`src/rtl/mem_port_arbiter.sv`:
```
// mem_port_arbiter: single-port memory arbiter/sequencer for fetch and load/store with 1-cycle read routing.
// Define MEM_ARB_RR_EN for round-robin conflicts; default is load/store priority with a fetch starvation counter.
module mem_port_arbiter #(
  parameter int ADDR_W     = 32,
  parameter int DATA_W     = 32,
  parameter int STARVE_MAX = 4
) (
  input  logic              clk,
  input  logic              rst,
  input  logic              if_req,
  input  logic [ADDR_W-1:0] if_addr,
  input  logic              if_flush,
  output logic              if_gnt,
  output logic              if_rvalid,
  output logic [DATA_W-1:0] if_rdata,
  input  logic              ls_req,
  input  logic              ls_we,
  input  logic [ADDR_W-1:0] ls_addr,
  input  logic [DATA_W-1:0] ls_wdata,
  output logic              ls_gnt,
  output logic              ls_rvalid,
  output logic [DATA_W-1:0] ls_rdata,
  output logic              mem_r_enable,
  output logic              mem_w_enable,
  output logic [ADDR_W-1:0] mem_addr,
  output logic [DATA_W-1:0] mem_data_in,
  input  logic [DATA_W-1:0] mem_data_out
);
  localparam logic [1:0] RESP_NONE = 2'd0;
  localparam logic [1:0] RESP_IF   = 2'd1;
  localparam logic [1:0] RESP_LS   = 2'd2;
  logic [1:0] resp_q, resp_d;
  logic       if_win;
`ifdef MEM_ARB_RR_EN
  // lw_q = 1 means fetch won the last unflushed grant
  logic lw_q, lw_d;
  assign if_win = rst & if_req & ~if_flush & (~ls_req | ~lw_q);
  assign lw_d   = if_gnt ? 1'b1 : (ls_gnt & ~if_flush) ? 1'b0 : lw_q;
  always_ff @(posedge clk or negedge rst) begin
    if (!rst) lw_q <= 1'b1;
    else      lw_q <= lw_d;
  end
`else
  logic [3:0] starve_q, starve_d;
  assign if_win   = rst & if_req & ~if_flush & (~ls_req | starve_q == 4'(STARVE_MAX));
  assign starve_d = (~if_req | if_gnt) ? 4'd0 : (ls_gnt & ~if_flush) ? starve_q + 4'd1 : starve_q;
  always_ff @(posedge clk or negedge rst) begin
    if (!rst) starve_q <= 4'd0;
    else      starve_q <= starve_d;
  end
`endif
  assign if_gnt       = if_win;
  assign ls_gnt       = rst & ls_req & ~if_win;
  assign mem_r_enable = if_gnt | (ls_gnt & ~ls_we);
  assign mem_w_enable = ls_gnt & ls_we;
  assign mem_addr     = if_gnt ? if_addr : ls_gnt ? ls_addr : '0;
  assign mem_data_in  = ls_gnt ? ls_wdata : '0;
  assign resp_d       = if_gnt ? RESP_IF : (ls_gnt & ~ls_we) ? RESP_LS : RESP_NONE;
  always_ff @(posedge clk or negedge rst) begin
    if (!rst) resp_q <= RESP_NONE;
    else      resp_q <= resp_d;
  end
  assign if_rvalid = (resp_q == RESP_IF) & ~if_flush;
  assign if_rdata  = if_rvalid ? mem_data_out : '0;
  assign ls_rvalid = resp_q == RESP_LS;
  assign ls_rdata  = ls_rvalid ? mem_data_out : '0;
endmodule

```
`config.mk`:
```
export PLATFORM = sky130hd
export DESIGN_NAME = mem_port_arbiter
export DESIGN_NICKNAME = d
export VERILOG_FILES = /design/src/rtl/mem_port_arbiter.sv
export SDC_FILE = /design/constraint.sdc
export NUM_CORES = 1
export LEC_CHECK = 0
export ABC_CLOCK_PERIOD_IN_PS = 2400
export CAP_MARGIN = 20
export CORE_AREA = 2 2 105 107
export CTS_CLUSTER_DIAMETER = 40
export DETAILED_ROUTE_END_ITERATION = 12
export DIE_AREA = 0 0 107 109
export GPL_TIMING_DRIVEN = 0
export PLACE_DENSITY_LB_ADDON = 0.12
export SYNTH_ARGS = -nofsm -noshare
export SYNTH_HDL_FRONTEND = slang
export SYNTH_SLANG_ARGS = --single-unit
```
`constraint.sdc`:
```
create_clock -name clk -period 2.4 [get_ports clk]
set_input_delay 0.24 -clock clk [delete_from_list [all_inputs] [get_ports clk]]
set_output_delay 0.24 -clock clk [all_outputs]
set_load 0.02 [all_outputs]
```
==> flow_results.xml <==
<?xml version="1.0" encoding="UTF-8"?>
<metrics>
  <group name="run_status">
    <metric name="run_status" unit="">finished, final reports clean</metric>
  </group>
  <group name="sta">
    <metric name="fin_crit" unit="ns">2.30</metric>
    <metric name="rsz_0062_raised_after_global_routing" unit="">no</metric>
    <metric name="achievable-frequency" unit="GHz">0.434</metric>
    <metric name="timing.slew.headroom" unit="%">71.6</metric>
    <metric name="slew_viol_final" unit="">0</metric>
    <metric name="report.final.hold_viol_count" unit="">0</metric>
    <metric name="worst-slew-pin-transition" unit="ns">0.425</metric>
    <metric name="post_route_clock_skew" unit="ns">0.00218</metric>
    <metric name="final-setup-viol-count" unit="">0</metric>
    <metric name="fin_crit_sh" unit="%">95.9</metric>
  </group>
  <group name="synth">
    <metric name="yosys.area.top_type_share" unit="%">44.5</metric>
    <metric name="synth_warnings" unit="">0</metric>
    <metric name="synthMostInstantiatedCell" unit="">and2_1</metric>
    <metric name="postSynth.asyncResetShare" unit="%">100</metric>
    <metric name="mappedNetlistNets" unit="">322</metric>
    <metric name="synth_enable_flop_cells" unit="">0</metric>
    <metric name="post_synth_top_area_cell" unit="">and2_1</metric>
    <metric name="synth_top_cells_by_count" unit="">97 x and2_1, 32 x a22o_1, 11 x clkbuf_1, 6 x dfrtp_1</metric>
    <metric name="syn_inst" unit="">186</metric>
    <metric name="cell_types_with_the_largest_area_share_after_synthesis" unit="">and2_1 44%, a22o_1 21%, dfrtp_1 11%, buf_6 3.3%, clkbuf_1 3.0%</metric>
    <metric name="synthDistinctLibCells" unit="">25</metric>
    <metric name="syn_area" unit="um2">1370</metric>
    <metric name="yosysSeqAreaShare" unit="%">11.0</metric>
    <metric name="synth.ff_latch_count" unit="">6</metric>
    <metric name="synth.avg_cell_area" unit="um2">7.34</metric>
    <metric name="synthFlopType" unit="">dfrtp_1</metric>
  </group>
  <group name="drt">
    <metric name="drt-wirelength-per-cell" unit="um">14.1</metric>
    <metric name="wl" unit="mm">8.44</metric>
    <metric name="vias" unit="">2361</metric>
    <metric name="antenna_left" unit="">0</metric>
    <metric name="drc" unit="">0</metric>
    <metric name="drt_pre_antenna_iters" unit="">4</metric>
    <metric name="drt_iter0_markers" unit="">52</metric>
    <metric name="post_drt_via_cell_ratio" unit="">3.95</metric>
  </group>
  <group name="setup_path">
    <metric name="critical_path.max_stage_delay" unit="ns">0.40</metric>
    <metric name="critical_path.max_fanout" unit="">10</metric>
    <metric name="crit_path_start" unit="">starve_q[0]</metric>
    <metric name="cp_data_required_time" unit="ns">2.16</metric>
    <metric name="r2r.worst_path.cells" unit="">7</metric>
    <metric name="setup_slack_of_the_most_critical_reg_to_reg_path" unit="ns">0.71</metric>
    <metric name="cp.arrival" unit="ns">2.06</metric>
    <metric name="timing.critical_path.depth" unit="">7</metric>
    <metric name="r2r-start" unit="">starve_q[0]</metric>
    <metric name="worst_setup_path_endpoint" unit="">mem_data_in[2]</metric>
    <metric name="worst_path_max_delay_cell" unit="">dfrtp_1</metric>
    <metric name="crit_path_end_kind" unit="">primary output</metric>
    <metric name="critical_path_class" unit="">register to primary output</metric>
    <metric name="path_delay_family" unit="">buffers and inverters</metric>
    <metric name="timing.critical_path.cells" unit="">inv_1, ha_2, nand3b_4, o311a_4, clkbuf_2, and2_1, dlygate4sd2_1</metric>
    <metric name="worstSetupStartpointType" unit="">register</metric>
    <metric name="timing.critical_path.buf_inv" unit="">3</metric>
    <metric name="worstReg2RegEnd" unit="">resp_q[1]</metric>
  </group>
  <group name="die">
    <metric name="initial_core_utilization" unit="%">12.9</metric>
    <metric name="die_width" unit="um">107</metric>
    <metric name="design.portCount" unit="">268</metric>
    <metric name="core.rowCount" unit="">38</metric>
    <metric name="die_area" unit="um2">11700</metric>
    <metric name="die_height" unit="um">109</metric>
    <metric name="core_region_area" unit="um2">10600</metric>
  </group>
  <group name="finish">
    <metric name="finalInstanceArea" unit="um2">4170</metric>
    <metric name="area_delta_synth_final" unit="%">205</metric>
    <metric name="final_util" unit="%">39.3</metric>
    <metric name="number_of_filler_instances_in_the_final_layout" unit="">1108</metric>
    <metric name="final_net_count" unit="">595</metric>
    <metric name="final_layout_size_suffix_gt1_share" unit="%">12.3</metric>
  </group>
  <group name="placement">
    <metric name="place.gp.congestion" unit="">0.783</metric>
    <metric name="place.port_buffers" unit="">266</metric>
    <metric name="placed_area" unit="um2">4200</metric>
    <metric name="dp_hpwl" unit="mm">7.54</metric>
  </group>
  <group name="clock_network">
    <metric name="total_clock_buffers_created_by_cts" unit="">3</metric>
    <metric name="cts.root.buffer_cell" unit="">clkbuf_8</metric>
    <metric name="clkLatencyLatePin" unit="ns">0.22</metric>
    <metric name="clock_tree.buffer_depth" unit="">2</metric>
    <metric name="cts_tree" unit="">yes</metric>
    <metric name="clkSinkCount" unit="">6</metric>
    <metric name="cts_htree_levels" unit="">1</metric>
    <metric name="clk_pin_slew_worst_paths" unit="ns">0.04</metric>
  </group>
  <group name="job">
    <metric name="cap_violations" unit="">0</metric>
  </group>
  <group name="hold_path">
    <metric name="min_path_type" unit="">input pin to asynchronous set/reset pin</metric>
  </group>
  <group name="global_route">
    <metric name="gr-total-overflow" unit="">0</metric>
    <metric name="grt_pass1_vias" unit="">2200</metric>
    <metric name="track_usage" unit="%">12.9</metric>
    <metric name="wire_length_of_the_first_global_routing_pass" unit="mm">11.7</metric>
    <metric name="grt_antenna_before_repair" unit="">1</metric>
    <metric name="grt_max_degree" unit="">12</metric>
  </group>
  <group name="power_and_ir_drop">
    <metric name="post-layout-total-power" unit="mW">0.791</metric>
    <metric name="leakage" unit="nW">2.16</metric>
    <metric name="powerDensity" unit="nW/um2">190</metric>
    <metric name="power.ir.vdd_worst" unit="mV">0.0966</metric>
  </group>
</metrics>
[routing by layer]
| layer | part of all wire, % | up-vias | routed length (um) | GRT usage (%) |
|---|---|---|---|---|
| met5 | 0 | - | 0 | 0 |
| met4 | 0.88 | 0 | 74 | 3.80 |
| met2 | 55 | 164 | 4620 | 26.5 |
| met3 | 14 | 6 | 1220 | 5.86 |
| li1 | - | 1182 | - | - |
| met1 | 30 | 1009 | 2540 | 11.1 |
[flip-flops by register name, indices dropped and copies added (netlist names)]
name and flops:
resp_q 2, starve_q 4
[logic make-up (layout without fill, tap and decap cells)]
group / Yosys count / in the layout / synth area share [%]
flip-flops: 6 / 6 / 11.0
AND/OR/NAND/NOR: 117 / 117 / 53.3
buffers and inverters: 21 / 292 / 8.25
AO/OA/AOI/OAI: 40 / 40 / 25.7
other: 0 / 1 / 0
adder cells (fa/ha/maj): 2 / 2 / 1.83
[worst reg2reg max path, stage by stage, from the launching register on]
cell and delay (ns):
dfrtp_1 0.40, inv_1 0.09, ha_2 0.21, nand3b_4 0.12
o311a_4 0.34, buf_6 0.15, buf_6 0.14, nor2b_1 0.13
[what timing repair did]
action,4_1_cts,5_1_grt
setup endpoints to repair,98,99
pin swaps,1,1
resized for setup,122,68
setup buffers,1,1
hold buffers,0,0
endpoints found under the hold margin,0,0
[metrics by stage]
step	hold slack (ns)	setup TNS (ns)	worst slack (ns)	std cells
floorplan	-0.0556	0	0.567	186
global placement	0.576	-31.13	-0.499	592
detailed placement	0.573	-31.40	-0.505	592
CTS	0.0633	0	0.00283	596
global route	0.0855	0	0.00207	598
finish	0.0563	0	0.0976	598
[area by class of cell]
cell class                      count  area (um2)  area share (%)
Timing Repair Buffer              268        2530            60.7
Multi-Input combinational cell    159        1130            27.2
Tap cell                          140         175            4.20
Sequential cell                     6         150            3.60
Buffer                             18         128            3.06
Clock buffer                        3        41.3           0.990
Inverter                            3        11.3           0.270
Antenna cell                        1        2.50          0.0600
[where the power goes]
group          internal (mW)  switching (mW)
Clock                  0.108          0.0433
Combinational          0.319           0.215
Sequential             0.104         0.00182
[worst min path at each step]
stage | start | endpoint | slack (ns) | cells after the start
after floorplan | rst | resp_q[0] | -0.06 | 0
after global placement | rst | starve_q[0] | 0.58 | 1
after detailed placement | rst | starve_q[1] | 0.57 | 1
after CTS | rst | starve_q[1] | 0.06 | 1
after global routing | rst | starve_q[1] | 0.09 | 1
final | rst | starve_q[1] | 0.06 | 1
[layout by cell type (no fill, tap or decap), drive strengths merged, types with 3 or more instances in the layout]
cell           Yosys  routed
inv                3       3
and2              97      97
buf                7      25
dfrtp              6       6
clkdlybuf4s50      0     181
clkbuf            11      27
a22o              32      32
dlygate4sd2        0      37
nand3              4       4
dlymetal6s2s       0      17
nand2              5       5
nor2b              5       5
No activity file was read; power rests on OpenSTA's default activity.
